[src/rtl/nes_oam_dma_if.sv]
// CPU-side and DMA-side bus signals of the sprite OAM DMA engine.
// The engine drives through master; the system bus and memory attach to slave.
interface nes_oam_dma_if;
    logic [15:0] cpu_addr;
    logic [7:0]  cpu_dout;
    logic        cpu_rw_n;
    logic [7:0]  bus_din;
    logic        cpu_rdy;
    logic        dma_active;
    logic [15:0] dma_addr;
    logic [7:0]  dma_dout;
    logic        dma_rw_n;
    logic        dma_done;

    modport master (
        input  cpu_addr, cpu_dout, cpu_rw_n, bus_din,
        output cpu_rdy, dma_active, dma_addr, dma_dout, dma_rw_n, dma_done
    );

    modport slave (
        output cpu_addr, cpu_dout, cpu_rw_n, bus_din,
        input  cpu_rdy, dma_active, dma_addr, dma_dout, dma_rw_n, dma_done
    );
endinterface

[src/rtl/nes_oam_dma.sv]
// Sprite OAM DMA: a CPU write of page N to the trigger register halts the CPU
// and copies N*256..N*256+255 to the OAM data port, one GET/PUT pair per byte.
module nes_oam_dma #(
    parameter logic [15:0] TRIG_ADDR = 16'h4014,
    parameter logic [15:0] OAM_ADDR  = 16'h2004
) (
    input  logic          clk,
    input  logic          rst_n,
    nes_oam_dma_if.master bus
);
    localparam int unsigned NUM_BYTES = 256;
    localparam logic [7:0]  LAST_IDX  = 8'(NUM_BYTES - 1);

    typedef enum logic [2:0] {
        S_IDLE,
        S_HALT,
        S_ALIGN,
        S_READ,
        S_WRITE
    } state_t;

    state_t      state_q, state_d;
    logic        parity_q;
    logic [7:0]  page_q, page_d;
    logic [7:0]  index_q, index_d;
    logic [7:0]  latch_q, latch_d;
    logic        rdy_q, rdy_d;
    logic        active_q, active_d;
    logic [15:0] addr_q, addr_d;
    logic [7:0]  dout_q, dout_d;
    logic        rw_n_q, rw_n_d;
    logic        done_q, done_d;

    // State, datapath and registered bus outputs
    always_ff @(posedge clk or negedge rst_n) begin
        if (!rst_n) begin
            state_q  <= S_IDLE;
            parity_q <= 1'b0;
            page_q   <= 8'h00;
            index_q  <= 8'h00;
            latch_q  <= 8'h00;
            rdy_q    <= 1'b1;
            active_q <= 1'b0;
            addr_q   <= 16'h0000;
            dout_q   <= 8'h00;
            rw_n_q   <= 1'b1;
            done_q   <= 1'b0;
        end else begin
            state_q  <= state_d;
            parity_q <= ~parity_q;
            page_q   <= page_d;
            index_q  <= index_d;
            latch_q  <= latch_d;
            rdy_q    <= rdy_d;
            active_q <= active_d;
            addr_q   <= addr_d;
            dout_q   <= dout_d;
            rw_n_q   <= rw_n_d;
            done_q   <= done_d;
        end
    end

    // Next state, then outputs decoded from the state being entered
    always_comb begin
        state_d  = state_q;
        page_d   = page_q;
        index_d  = index_q;
        latch_d  = latch_q;
        rdy_d    = 1'b0;
        active_d = 1'b0;
        addr_d   = 16'h0000;
        dout_d   = 8'h00;
        rw_n_d   = 1'b1;
        done_d   = 1'b0;

        case (state_q)
            S_IDLE: begin
                if (!bus.cpu_rw_n && (bus.cpu_addr == TRIG_ADDR)) begin
                    state_d = S_HALT;
                    page_d  = bus.cpu_dout;
                    index_d = 8'h00;
                end
            end
            // parity flips at this edge, so parity_q=1 here means the next cycle is GET
            S_HALT:  state_d = parity_q ? S_READ : S_ALIGN;
            S_ALIGN: state_d = S_READ;
            S_READ: begin
                latch_d = bus.bus_din;
                state_d = S_WRITE;
            end
            S_WRITE: begin
                index_d = index_q + 8'd1;
                if (index_q == LAST_IDX) begin
                    state_d = S_IDLE;
                    done_d  = 1'b1;
                end else begin
                    state_d = S_READ;
                end
            end
            default: state_d = S_IDLE;
        endcase

        case (state_d)
            S_IDLE: rdy_d = 1'b1;
            S_READ: begin
                active_d = 1'b1;
                addr_d   = {page_d, index_d};
            end
            S_WRITE: begin
                active_d = 1'b1;
                rw_n_d   = 1'b0;
                addr_d   = OAM_ADDR;
                dout_d   = latch_d;
            end
            default: ;
        endcase
    end

    assign bus.cpu_rdy    = rdy_q;
    assign bus.dma_active = active_q;
    assign bus.dma_addr   = addr_q;
    assign bus.dma_dout   = dout_q;
    assign bus.dma_rw_n   = rw_n_q;
    assign bus.dma_done   = done_q;
endmodule
[src/flat_wrapper.sv]
// flat-port wrapper written by rule: the top's interface ports become plain ports
module nes_oam_dma_flat 
#(
    parameter logic [15:0] TRIG_ADDR = 16'h4014,
    parameter logic [15:0] OAM_ADDR  = 16'h2004
)
  (clk, rst_n, bus_cpu_addr, bus_cpu_dout, bus_cpu_rw_n, bus_bus_din, bus_cpu_rdy, bus_dma_active, bus_dma_addr, bus_dma_dout, bus_dma_rw_n, bus_dma_done);
  nes_oam_dma_if bus_i ();
  input  logic clk;
  input  logic rst_n;
  input wire logic [$bits(bus_i.cpu_addr)-1:0] bus_cpu_addr;
  input wire logic [$bits(bus_i.cpu_dout)-1:0] bus_cpu_dout;
  input wire logic [$bits(bus_i.cpu_rw_n)-1:0] bus_cpu_rw_n;
  input wire logic [$bits(bus_i.bus_din)-1:0] bus_bus_din;
  output wire logic [$bits(bus_i.cpu_rdy)-1:0] bus_cpu_rdy;
  output wire logic [$bits(bus_i.dma_active)-1:0] bus_dma_active;
  output wire logic [$bits(bus_i.dma_addr)-1:0] bus_dma_addr;
  output wire logic [$bits(bus_i.dma_dout)-1:0] bus_dma_dout;
  output wire logic [$bits(bus_i.dma_rw_n)-1:0] bus_dma_rw_n;
  output wire logic [$bits(bus_i.dma_done)-1:0] bus_dma_done;
  assign bus_i.cpu_addr = bus_cpu_addr;
  assign bus_i.cpu_dout = bus_cpu_dout;
  assign bus_i.cpu_rw_n = bus_cpu_rw_n;
  assign bus_i.bus_din = bus_bus_din;
  assign bus_cpu_rdy = bus_i.cpu_rdy;
  assign bus_dma_active = bus_i.dma_active;
  assign bus_dma_addr = bus_i.dma_addr;
  assign bus_dma_dout = bus_i.dma_dout;
  assign bus_dma_rw_n = bus_i.dma_rw_n;
  assign bus_dma_done = bus_i.dma_done;
  nes_oam_dma #(.TRIG_ADDR(TRIG_ADDR), .OAM_ADDR(OAM_ADDR)) u_core (.clk(clk), .rst_n(rst_n), .bus(bus_i));
endmodule
[config.mk]
export PLATFORM = sky130hd
export DESIGN_NAME = nes_oam_dma_flat
export DESIGN_NICKNAME = d
export VERILOG_FILES = /design/src/rtl/nes_oam_dma_if.sv /design/src/rtl/nes_oam_dma.sv /design/src/flat_wrapper.sv
export SDC_FILE = /design/constraint.sdc
export NUM_CORES = 1
export LEC_CHECK = 0
export ABC_AREA = 1
export ABC_CLOCK_PERIOD_IN_PS = 1250
export CAP_MARGIN = 10
export CORE_MARGIN = 5
export CORE_UTILIZATION = 42
export DETAILED_ROUTE_END_ITERATION = 16
export GPL_ROUTABILITY_DRIVEN = 0
export PLACE_DENSITY_LB_ADDON = 0.25
export SYNTH_ARGS = -nofsm -noshare
export SYNTH_HDL_FRONTEND = slang
export SYNTH_SLANG_ARGS = --single-unit
[constraint.sdc]
create_clock -name clk -period 1.25 [get_ports clk]
set_input_delay 0.125 -clock clk [delete_from_list [all_inputs] [get_ports clk]]
set_output_delay 0.125 -clock clk [all_outputs]
set_load 0.05 [all_outputs]
After elaboration in Yosys (flattened, before gate mapping). Cells that the tools add are included.

Register bits after elaboration: 56. Bits in latches: 0. RAM bits: 0. Memory bits (read-only): 0. Input port bits: 35. Logic and storage cells: 42. Memories kept: 0.

Add/subtract/negate cells: 1. Multiply operators: 0. Div/mod/pow operators: 0. Magnitude comparators: 0. Equal/unequal tests: 8. Shift operators: 0. Multiplexer cells: 16. Bitwise logic cells: 1. Reduce and logical (&&, ||, !) cells: 5.

Operators by type and width (number): 2-to-1 mux 8 bit (5); one-hot mux 16 bit (2 select lines) (1); == test 16 x 15 -> 1 bit, second input constant (1); one-hot mux 8 bit (2 select lines) (1); one-hot mux 3 bit (5 select lines) (1); == test 3 x 2 -> 1 bit, second input constant (3); adder 8 x 1 -> 8 bit, second input constant (1); == test 8 bit, second input constant (1); == test 3 bit, second input constant (2); zero test 3 bit (2); 2-to-1 mux 1 bit (6); == test 3 x 1 -> 1 bit, second input constant (1); 2-to-1 mux 3 bit (1); 2-to-1 mux 2 bit (1); OR reduction 2 bit (1); logical AND 1 bit (1); zero test 1 bit (1); inverter 1 bit (1).

Logic depth before layout (Yosys ltp). Gate-level depths: netlist of the first run.

Depth after elaboration: 7. Mapped depth: 9. Depth with buffers taken out: 9.

Worst setup path after synthesis of the first run. Ideal clock, no wire load.

Kind: flip-flop to flip-flop. Start point: register u_core.state_q[1]. End point: register u_core.addr_q[10] (netlist: u_core.bus.dma_addr[10]). Library setup time: 0.118 ns. Arrival time: 1.263 ns. Data required time: 1.132 ns. Setup slack: -0.131 ns. Stages on the path, launching flop included: 8. Buffers on the path: 1. Cells stage by stage: dfrtp_1 nor2_4 inv_2 nor2_4 nand4_4 buf_6 o21ai_2 nor2_1.

Longest elaborated chain between the ends: 4. Elaborated cells between the ends (all ways): 11.

Ends and longest elaborated chain: start, declared (RTL line nes_oam_dma.sv:22) `state_t state_q, state_d;`; start signal, assigned (RTL line nes_oam_dma.sv:49) `state_q <= state_d;`; == test 3 bit (tied with other cells) (RTL line nes_oam_dma.sv:76) `case (state_q)`; one-hot mux 3 bit (5 select lines) (RTL line nes_oam_dma.sv:76); == test 3 bit or == test 3 x 2 -> 1 bit (tied branches) (RTL line nes_oam_dma.sv:103) `case (state_d)`; one-hot mux 16 bit (2 select lines) (*) (RTL line nes_oam_dma.sv:103); net u_core.addr_d[10] (RTL line nes_oam_dma.sv:29) `logic [15:0] addr_q, addr_d;`; end signal, assigned (RTL line nes_oam_dma.sv:56) `addr_q <= addr_d;`; end, declared (RTL line nes_oam_dma.sv:29).

The timed path passes the listed nets; every way through them passes the cells marked *.

Final worst setup path of the first run.
Start point: register u_core.index_q[0]. End point: register u_core.rdy_q (netlist: u_core.bus.cpu_rdy).

Longest elaborated chain between the ends: 5.

Ends and longest elaborated chain: start, declared (RTL line nes_oam_dma.sv:25) `logic [7:0] index_q, index_d;`; start signal, assigned (RTL line nes_oam_dma.sv:52) `index_q <= index_d;`; == test 8 bit (RTL line nes_oam_dma.sv:93) `if (index_q == LAST_IDX) begin`; 2-to-1 mux 2 bit (RTL line nes_oam_dma.sv:93); one-hot mux 3 bit (5 select lines) (RTL line nes_oam_dma.sv:76); net u_core.state_d[0] (RTL line nes_oam_dma.sv:22); zero test 3 bit (RTL line nes_oam_dma.sv:103); 2-to-1 mux 1 bit (RTL line nes_oam_dma.sv:103); net u_core.rdy_d (RTL line nes_oam_dma.sv:27) `logic rdy_q, rdy_d;`; end signal, assigned (RTL line nes_oam_dma.sv:54) `rdy_q <= rdy_d;`; end, declared (RTL line nes_oam_dma.sv:27).

The timed path passes the listed nets, and every way through them passes these cells.

==> results of run 1 <==
stage by stage:
step                power (mW)  TNS, ns  util [%]  hold WS, ns  instance area [um^2]
CTS                      2.994   -4.189     73.12       0.3250                  3500
global route             3.080   -7.543     74.35       0.3202                  3558
detailed placement       1.898   -9.782     69.23       0.1152                  3313
floorplan                1.670   -2.424         -      -0.1706                  2117
finish                   2.962   -4.171     74.35       0.3330                  3558
global placement         1.892   -8.502     69.23       0.1071                  3313
state kept, by name, indices dropped and copies added, names as in the netlist:
register	flops
u_core.bus.dma_rw_n	1
u_core.bus.dma_addr	16
u_core.index_q	8
u_core.page_q	8
u_core.bus.cpu_rdy	1
u_core.bus.dma_done	1
u_core.parity_q	1
u_core.bus.dma_active	1
u_core.bus.dma_dout	8
u_core.state_q	3
layout by cell type, fill, tap and decap left out, types with 3 or more instances in the layout:
cell             instances
dfrtp_1                 45
nand3_1                 13
nor2_4                   5
clkbuf_8                 5
clkdlybuf4s50_1         33
buf_4                   23
a21oi_2                  3
xor2_1                   4
nor2_2                   3
nor2_1                  32
nand3_2                  3
o21ai_2                  9
buf_12                  31
nand2_1                 34
nor3_1                   3
buf_6                    5
inv_1                   42
inv_2                    5
how the worst min path moves through the flow:
stage / endpoint / cells past startpoint / from
floorplan: u_core.bus.dma_active / 0 / rst_n
global placement: u_core.bus.dma_dout[5] / 2 / rst_n
detailed placement: u_core.state_q[2] / 2 / rst_n
CTS: u_core.bus.dma_dout[3] / 3 / bus_bus_din[3]
global route: u_core.bus.dma_dout[7] / 3 / bus_bus_din[7]
finish: u_core.bus.dma_dout[3] / 3 / bus_bus_din[3]
area by class of cell:
class                   count  share of cell area (%)
flip-flops and latches     48                   33.86
clock buffers               6                   2.039
clock inverters             2                  0.9845
well taps                  67                   2.356
repair buffers             94                   33.58
multi-input cells         128                   22.22
inverters                  47                   4.958
cell families (layout without fill, tap and decap cells):
family	count (synthesis)	after routing
AO/OA/AOI/OAI	16	16
AND/OR/NAND/NOR	106	106
XOR/XNOR	4	4
adder cells (fa/ha/maj)	1	1
multiplexers	1	1
buffers and inverters	51	149
flip-flops	48	48
report_power, final:
group	leakage (nW)	switching, mW	internal [mW]
combinational	1.09	0.127	0.165
sequential	0.562	0.0110	1.56
clock	0.0552	0.501	0.594
total	1.70	0.639	2.32
tightest hold or removal path, delay by kind of cell:
| family | cells | cell delay [ns] |
|---|---|---|
| buf+inv | 2 | 0.44 |
| simple gates | 1 | 0.03 |
routing by layer:
layer,up-vias,routed length [um],GRT usage (%)
met1,845,1905,19.38
met2,39,2760,29.39
li1,878,-,-
met4,0,74,4.561
met5,-,0,0
met3,7,237,4.656
what timing repair did:
action / in CTS / in global routing
setup buffers: 2 / 1
setup endpoints to repair: 33 / 36
gates resized for setup: 17 / 11
hold buffers: 1 / 0
pin swaps: 7 / 3
hold endpoints to repair: 46 / 0
==> flow_summary.yaml, run 1 <==
outcome:
  status: "complete, but fails checks"
  violations: "setup timing"
placed_design:
  dp.cells: 380
  place_hpwl_mm: 3.826
  numPortBuffers: 62
  place_ws_ns: -0.3526
routing:
  avgViaCountPerCell: 4.513
  drtIter0Drc: 62
  drc: 0
  wl_mm: 4.978
  antenna_left: 0
  wl_per_cell_um: 12.70
  firstDrtPassIters: 4
  vias: 1769
global_routing:
  grt_pass1_wl_mm: 8.190
  antenna_found_initial: 0
  grt_overflow: 0
  grt_max_degree: 35
  grt_pass1_vias: 1809
  grt_usage_pct: 16.50
die:
  start_util_pct: 44.03
  dieArea_um2: 6533
  io_pins: 63
  core_um2: 4786
  dieWidth_um: 80.83
  placementRows: 25
  fp.dieH_um: 80.83
timing:
  report.final.slew_viol_count: 0
  post-route-period-util_pct: 114.9
  fmax_mhz: 696.0
  final.setup_skew_ns: 0.003503
  tightest_slew_ns: 0.2735
  relSlewSlack_pct: 81.60
  period_minus_slack_ns: 1.437
  rsz0062_at_grt: "yes"
  hold_violations: 0
  fin_ws_ns: -0.1867
  setup_viol: 32
logic_synthesis:
  synth-seq-area-share_pct: 57.13
  synth-adder-area-share_pct: 0.5938
  netlist_instances: 227
  synth-seq-cells: 48
  synth_top_cell_area_share_pct: 54.63
  syn-cell-area_um2: 2107
  synth-xor-area-share_pct: 1.663
  async_flop_share_pct: 100.0
  synth_simple_gate_area_share_pct: 24.58
  yosysWarnings: 0
  postSynthAreaPerCell_um2: 9.282
  synth.top_cells.by_area: "dfrtp_1, inv_1, nor2_1"
  yosysMostFrequentCell: "dfrtp_1"
  syn-num-nets: 263
  yosys-top-cells-count: "dfrtp_1, inv_1, nor2_1, nand2_1, nand3_1"
  synth_mux_area_share_pct: 0.4751
  synth_cell_type_count: 32
  yosysTopAreaCell: "dfrtp_1"
  synth-edff-count: 0
  synth_ff_type: "dfrtp_1"
  synth_compound_area_share_pct: 5.701
  synth_top_family_by_area: "simple AND/OR/NAND/NOR gates"
run:
  drv_cap: 0
final_layout:
  drive_above_1_share_pct: 34.15
  nets: 360
  fin_cells: 392
  areaGrowthSynthToFinish_pct: 68.88
  fillCellCount: 310
  multi_input_area_um2: 790.8
  antenna_cells: 0
  seq_area_um2: 1205
pwr:
  ir_worst_vdd_uv: 810.7
  p_leak_nw: 1.704
  powerDensity_nw_per_um2: 832.3
worst_setup_path:
  crit_top_cell: "nor2_4"
  start_kind: "flip-flop"
  timing.rr.start: "u_core.index_q[0]"
  endpoint: "u_core.bus.cpu_rdy"
  path_cells: "ha_4, nand3_4, nor2_4, a21oi_4, nor2_4, buf_12, nand2_4, nor3_2"
  ff2ff_setup_slack_ns: -0.19
  cp.required_ns: 1.48
  path_max_fanout: 5
  r2r_cells: 8
  cpPeakStageDelay_ns: 0.40
  r2r_end: "u_core.bus.cpu_rdy"
  cp-end-kind: "flip-flop"
  critPathBufInv: 1
  crit_start: "u_core.index_q[0]"
  critPathSlowestCell: "dfrtp_1"
  cp.arrival_ns: 1.67
  cp.depth: 8
  crit_type: "reg -> reg"
  cp_top_family: "simple AND/OR/NAND/NOR gates"
clocking:
  cts_sinks: 48
  cts_buffers: 5
  cts_tree: "built"
  clk_latency_ns: 0.30
  htree_levels: 2
  cts_root_buf: "clkbuf_8"
  path_clk_slew_ns: 0.08
  cts.path.max_buffers: 2
min_path:
  min_path_type: "in -> reg"
Note: power is estimated with default switching activity, not from simulation.
==> inputs of run 2 (changes only) <==
- CORE_UTILIZATION: 42 -> 55
- CTS_CLUSTER_DIAMETER: default -> 200
- DONT_BUFFER_PORTS: default -> 1
==> flow_summary.yaml, run 2 (synthesized netlist as in run 1, its figures left out) <==
clocking:
  htree_levels: 2
  clk_latency_ns: 0.30
  path_clk_slew_ns: 0.09
  cts_root_buf: "clkbuf_8"
  cts_sinks: 48
  cts_buffers: 5
  hold_buffers: 16
  cts.path.max_buffers: 2
  cts_tree: "built"
routing:
  drc: 0
  firstDrtPassIters: 6
  wl_mm: 4.924
  wl_per_cell_um: 14.74
  vias: 1641
  antenna_left: 0
  drtIter0Drc: 76
  avgViaCountPerCell: 4.913
final_layout:
  nets: 321
  final_cell_mix: "dfrtp_1, inv_1, nor2_1"
  layout_commonest_cell: "dfrtp_1"
  finalInstanceArea_um2: 2935
  final_util_pct: 79.58
  largest_reg_flops: 16
  fin_cells: 334
  antenna_cells: 0
  areaGrowthSynthToFinish_pct: 39.31
  drive_above_1_share_pct: 36.71
worst_setup_path:
  path_max_fanout: 7
  cp.arrival_ns: 1.64
  start_kind: "flip-flop"
  critPathSlowestCell: "dfrtp_1"
  cp.required_ns: 1.44
  crit_type: "reg -> reg"
  cpPeakStageDelay_ns: 0.37
  cp_top_family: "simple AND/OR/NAND/NOR gates"
  crit_top_cell: "nor2_4"
  critPathBufInv: 2
  cp-end-kind: "flip-flop"
  path_cells: "ha_2, nand3_4, nor2_4, a21oi_4, nor2_4, buf_8, buf_12, nand2_2"
timing:
  fmax_mhz: 689.4
  report.final.slew_viol_count: 0
  final.setup_skew_ns: 0.009072
  hold_violations: 48
  whs_ns: -0.4918
  post-route-period-util_pct: 116.0
  period_minus_slack_ns: 1.451
  fin_ws_ns: -0.2006
  relSlewSlack_pct: 67.82
  rsz0062_at_grt: "yes"
  setup_viol: 36
  tightest_slew_ns: 0.4830
  fin_tns_setup_ns: -5.097
placed_design:
  dp.cells: 301
  numPortBuffers: 0
  place_ws_ns: -0.1692
  placed_area_um2: 2384
  place_hpwl_mm: 2.944
die:
  placementRows: 22
  core_um2: 3689
  fp.dieH_um: 71.90
  dieWidth_um: 71.90
  dieArea_um2: 5169
  io_pins: 63
  start_util_pct: 57.12
global_routing:
  grt_usage_pct: 19.68
  grt_max_degree: 49
  grt_pass1_vias: 1652
  grt_pass1_wl_mm: 7.790
  grt_overflow: 0
  antenna_found_initial: 0
run:
  drv_cap: 0
outcome:
  violations: "hold timing, setup timing"
  status: "complete, but fails checks"
min_path:
  min_path_type: "in -> async"
pwr:
  p_leak_nw: 1.432
  ir_worst_vdd_uv: 680.1
  p_total_mw: 2.630
  powerDensity_nw_per_um2: 896.0
## run 2: changes by cell type in the layout (fill, tap and decap cells not counted), sizes merged
cell / delta
clkbuf: +1
bufinv: -1
clkdlybuf4s50: -33
clkinv: -1
dlygate4sd3: +15
clkinvlp: +1
buf: -21
## run 2: report_power, final
part           internal, mW  switching [mW]
Combinational        0.0443          0.0291
Sequential             1.56          0.0540
Clock                 0.449           0.491
Total                  2.06           0.574
## run 2: what timing repair did
action                     4_1_cts  5_1_grt
hold endpoints to repair        71       48
resized for setup               34       23
pin swaps                       19        7
buffers inserted                 9        2
setup endpoints to repair       37       37
## run 2: final cells by class
class / instances / area (um^2)
Clock inverter: 1 / 7.507
Timing Repair Buffer: 55 / 535.5
Inverter: 47 / 178.9
Sequential cell: 48 / 1206
Multi-Input combinational cell: 128 / 860.8
Tap cell: 48 / 60.06
Fill cell: 224 / 753.2
Clock buffer: 7 / 86.33
## run 2: path summary, 6_finish.rpt
kind	startpoint	to	slack (ns)	cells after the start
worst max-delay path	u_core.index_q[1]	u_core.bus.dma_active	-0.20	8
worst max register to register	u_core.index_q[1]	u_core.bus.dma_active	-0.20	8
worst min register to register	u_core.parity_q	u_core.parity_q	0.43	1
max in group asynchronous	rst_n	u_core.bus.dma_rw_n	1.56	0
worst min-delay path	rst_n	u_core.bus.dma_dout[7]	-0.49	0
min in group clk	bus_cpu_dout[5]	u_core.bus.dma_addr[13]	0.04	4
## run 2: worst register-to-register path, cell delays in order, from the launching register on
cell and delay, ns:
dfrtp_1 0.37, ha_2 0.22, nand3_4 0.09, nor2_4 0.16, a21oi_4 0.09, nor2_4 0.11
buf_8 0.15, buf_12 0.11, nand2_2 0.04
## run 2: metal layers
layer  up-vias  global-route usage (%)  share of wire (%)
met5         -                       0                  0
met1       797                   22.83                 39
met4         0                   7.098                1.8
met2        35                   35.10                 55
li1        801                       -                  -
met3         8                   4.986                4.3
==> inputs of run 3 (changes only) <==
- MAX_ROUTING_LAYER: default -> met4
- SLEW_MARGIN: default -> 20
==> flow_summary.yaml, run 3 (synthesized netlist as in run 1, its figures left out) <==
worst_setup_path:
  start_kind: "flip-flop"
  cp.arrival_ns: 1.64
  critPathBufInv: 2
  cp_top_family: "simple AND/OR/NAND/NOR gates"
  crit_type: "reg -> reg"
  r2r_cells: 8
  cp.depth: 8
  crit_top_cell: "nor2_4"
  crit_start: "u_core.index_q[1]"
  cp.required_ns: 1.44
  timing.rr.start: "u_core.index_q[1]"
  cpPeakStageDelay_ns: 0.37
  cp-end-kind: "flip-flop"
  path_max_fanout: 7
  path_cells: "ha_2, nand3_4, nor2_4, a21oi_4, nor2_4, buf_8, buf_12, nand2_2"
  critPathSlowestCell: "dfrtp_1"
die:
  fp.dieH_um: 71.90
  dieWidth_um: 71.90
  io_pins: 63
  start_util_pct: 57.12
  core_um2: 3689
  placementRows: 22
  dieArea_um2: 5169
placed_design:
  place_hpwl_mm: 2.944
  numPortBuffers: 0
timing:
  fmax_mhz: 688.7
  period_minus_slack_ns: 1.452
  relSlewSlack_pct: 67.68
  whs_ns: -0.4897
  fin_tns_setup_ns: -5.135
  setup_viol: 36
  final.setup_skew_ns: 0.008536
  rsz0062_at_grt: "yes"
  fin_ws_ns: -0.2019
  report.final.slew_viol_count: 0
  post-route-period-util_pct: 116.2
  hold_violations: 48
  tightest_slew_ns: 0.4851
final_layout:
  largest_reg_flops: 16
  nets: 321
  fillCellCount: 224
  final_cell_mix: "dfrtp_1, inv_1, nor2_1"
  drive_above_1_share_pct: 36.71
  multi_input_area_um2: 860.8
  layout_commonest_cell: "dfrtp_1"
  areaGrowthSynthToFinish_pct: 39.31
  seq_area_um2: 1206
  antenna_cells: 0
clocking:
  cts_tree: "built"
  htree_levels: 2
  hold_buffers: 16
  cts_sinks: 48
  clk_latency_ns: 0.30
  path_clk_slew_ns: 0.09
  cts.path.max_buffers: 2
  cts_root_buf: "clkbuf_8"
  cts_buffers: 5
min_path:
  min_path_type: "in -> async"
routing:
  wl_per_cell_um: 14.81
  wl_mm: 4.947
  firstDrtPassIters: 6
  drtIter0Drc: 57
  vias: 1633
  drc: 0
  antenna_left: 0
  avgViaCountPerCell: 4.889
run:
  drv_cap: 0
outcome:
  violations: "hold timing, setup timing"
  status: "complete, but fails checks"
global_routing:
  grt_pass1_vias: 1651
  grt_usage_pct: 20.37
  antenna_found_initial: 0
  grt_pass1_wl_mm: 7.790
  grt_overflow: 0
  grt_max_degree: 49
pwr:
  ir_worst_vdd_uv: 694.9
  p_leak_nw: 1.432
  powerDensity_nw_per_um2: 896.6
## run 3: cell counts in the layout (fill, tap and decap cells not counted)
No cell type changed its count.
## run 3: power by group
group          internal (mW)  switching (mW)  total [mW]
Sequential              1.56          0.0540        1.62
Clock                  0.450           0.492       0.942
Combinational         0.0443          0.0292      0.0735
## run 3: repair_timing
action | CTS | global route
setup endpoints to repair | 37 | 37
hold endpoints to repair | 71 | 48
setup buffers | 9 | 2
gates resized for setup | 34 | 23
pin swaps | 19 | 7
## run 3: per-stage QoR
stage	instances	power, mW	util (%)	worst slack [ns]	cell area, um^2
2_1_floorplan	227	1.670	-	-0.1308	2117
3_3_place_gp	301	1.675	64.62	-0.1583	2384
3_5_place_dp	301	1.676	64.62	-0.1692	2384
4_1_cts	332	2.638	76.46	-0.1695	2820
5_1_grt	334	2.742	79.58	-0.2932	2935
6_report	334	2.632	79.58	-0.2019	2935
## run 3: path summary, 6_finish.rpt
| kind | end | slack, ns |
|---|---|---|
| max in group asynchronous | u_core.bus.dma_rw_n | 1.56 |
| worst max-delay path | u_core.bus.dma_active | -0.20 |
| worst min register to register | u_core.parity_q | 0.43 |
| worst max register to register | u_core.bus.dma_active | -0.20 |
| worst min-delay path | u_core.bus.dma_dout[7] | -0.49 |
| min in group clk | u_core.bus.dma_addr[13] | 0.04 |
## run 3: area by class of cell
class,instances,area share [%]
clock buffers,7,2.941
clock inverters,1,0.2558
inverters,47,6.095
multi-input cells,128,29.33
flip-flops and latches,48,41.09
well taps,48,2.046
repair buffers,55,18.24
## run 3: per-layer routing
| layer | vias to the layer above | wire length (um) | global-route usage (%) |
|---|---|---|---|
| met5 | - | 0 | - |
| met4 | 0 | 65 | 5.846 |
| met1 | 797 | 1929 | 23.10 |
| li1 | 797 | - | - |
| met3 | 6 | 198 | 5.679 |
| met2 | 33 | 2754 | 35.20 |
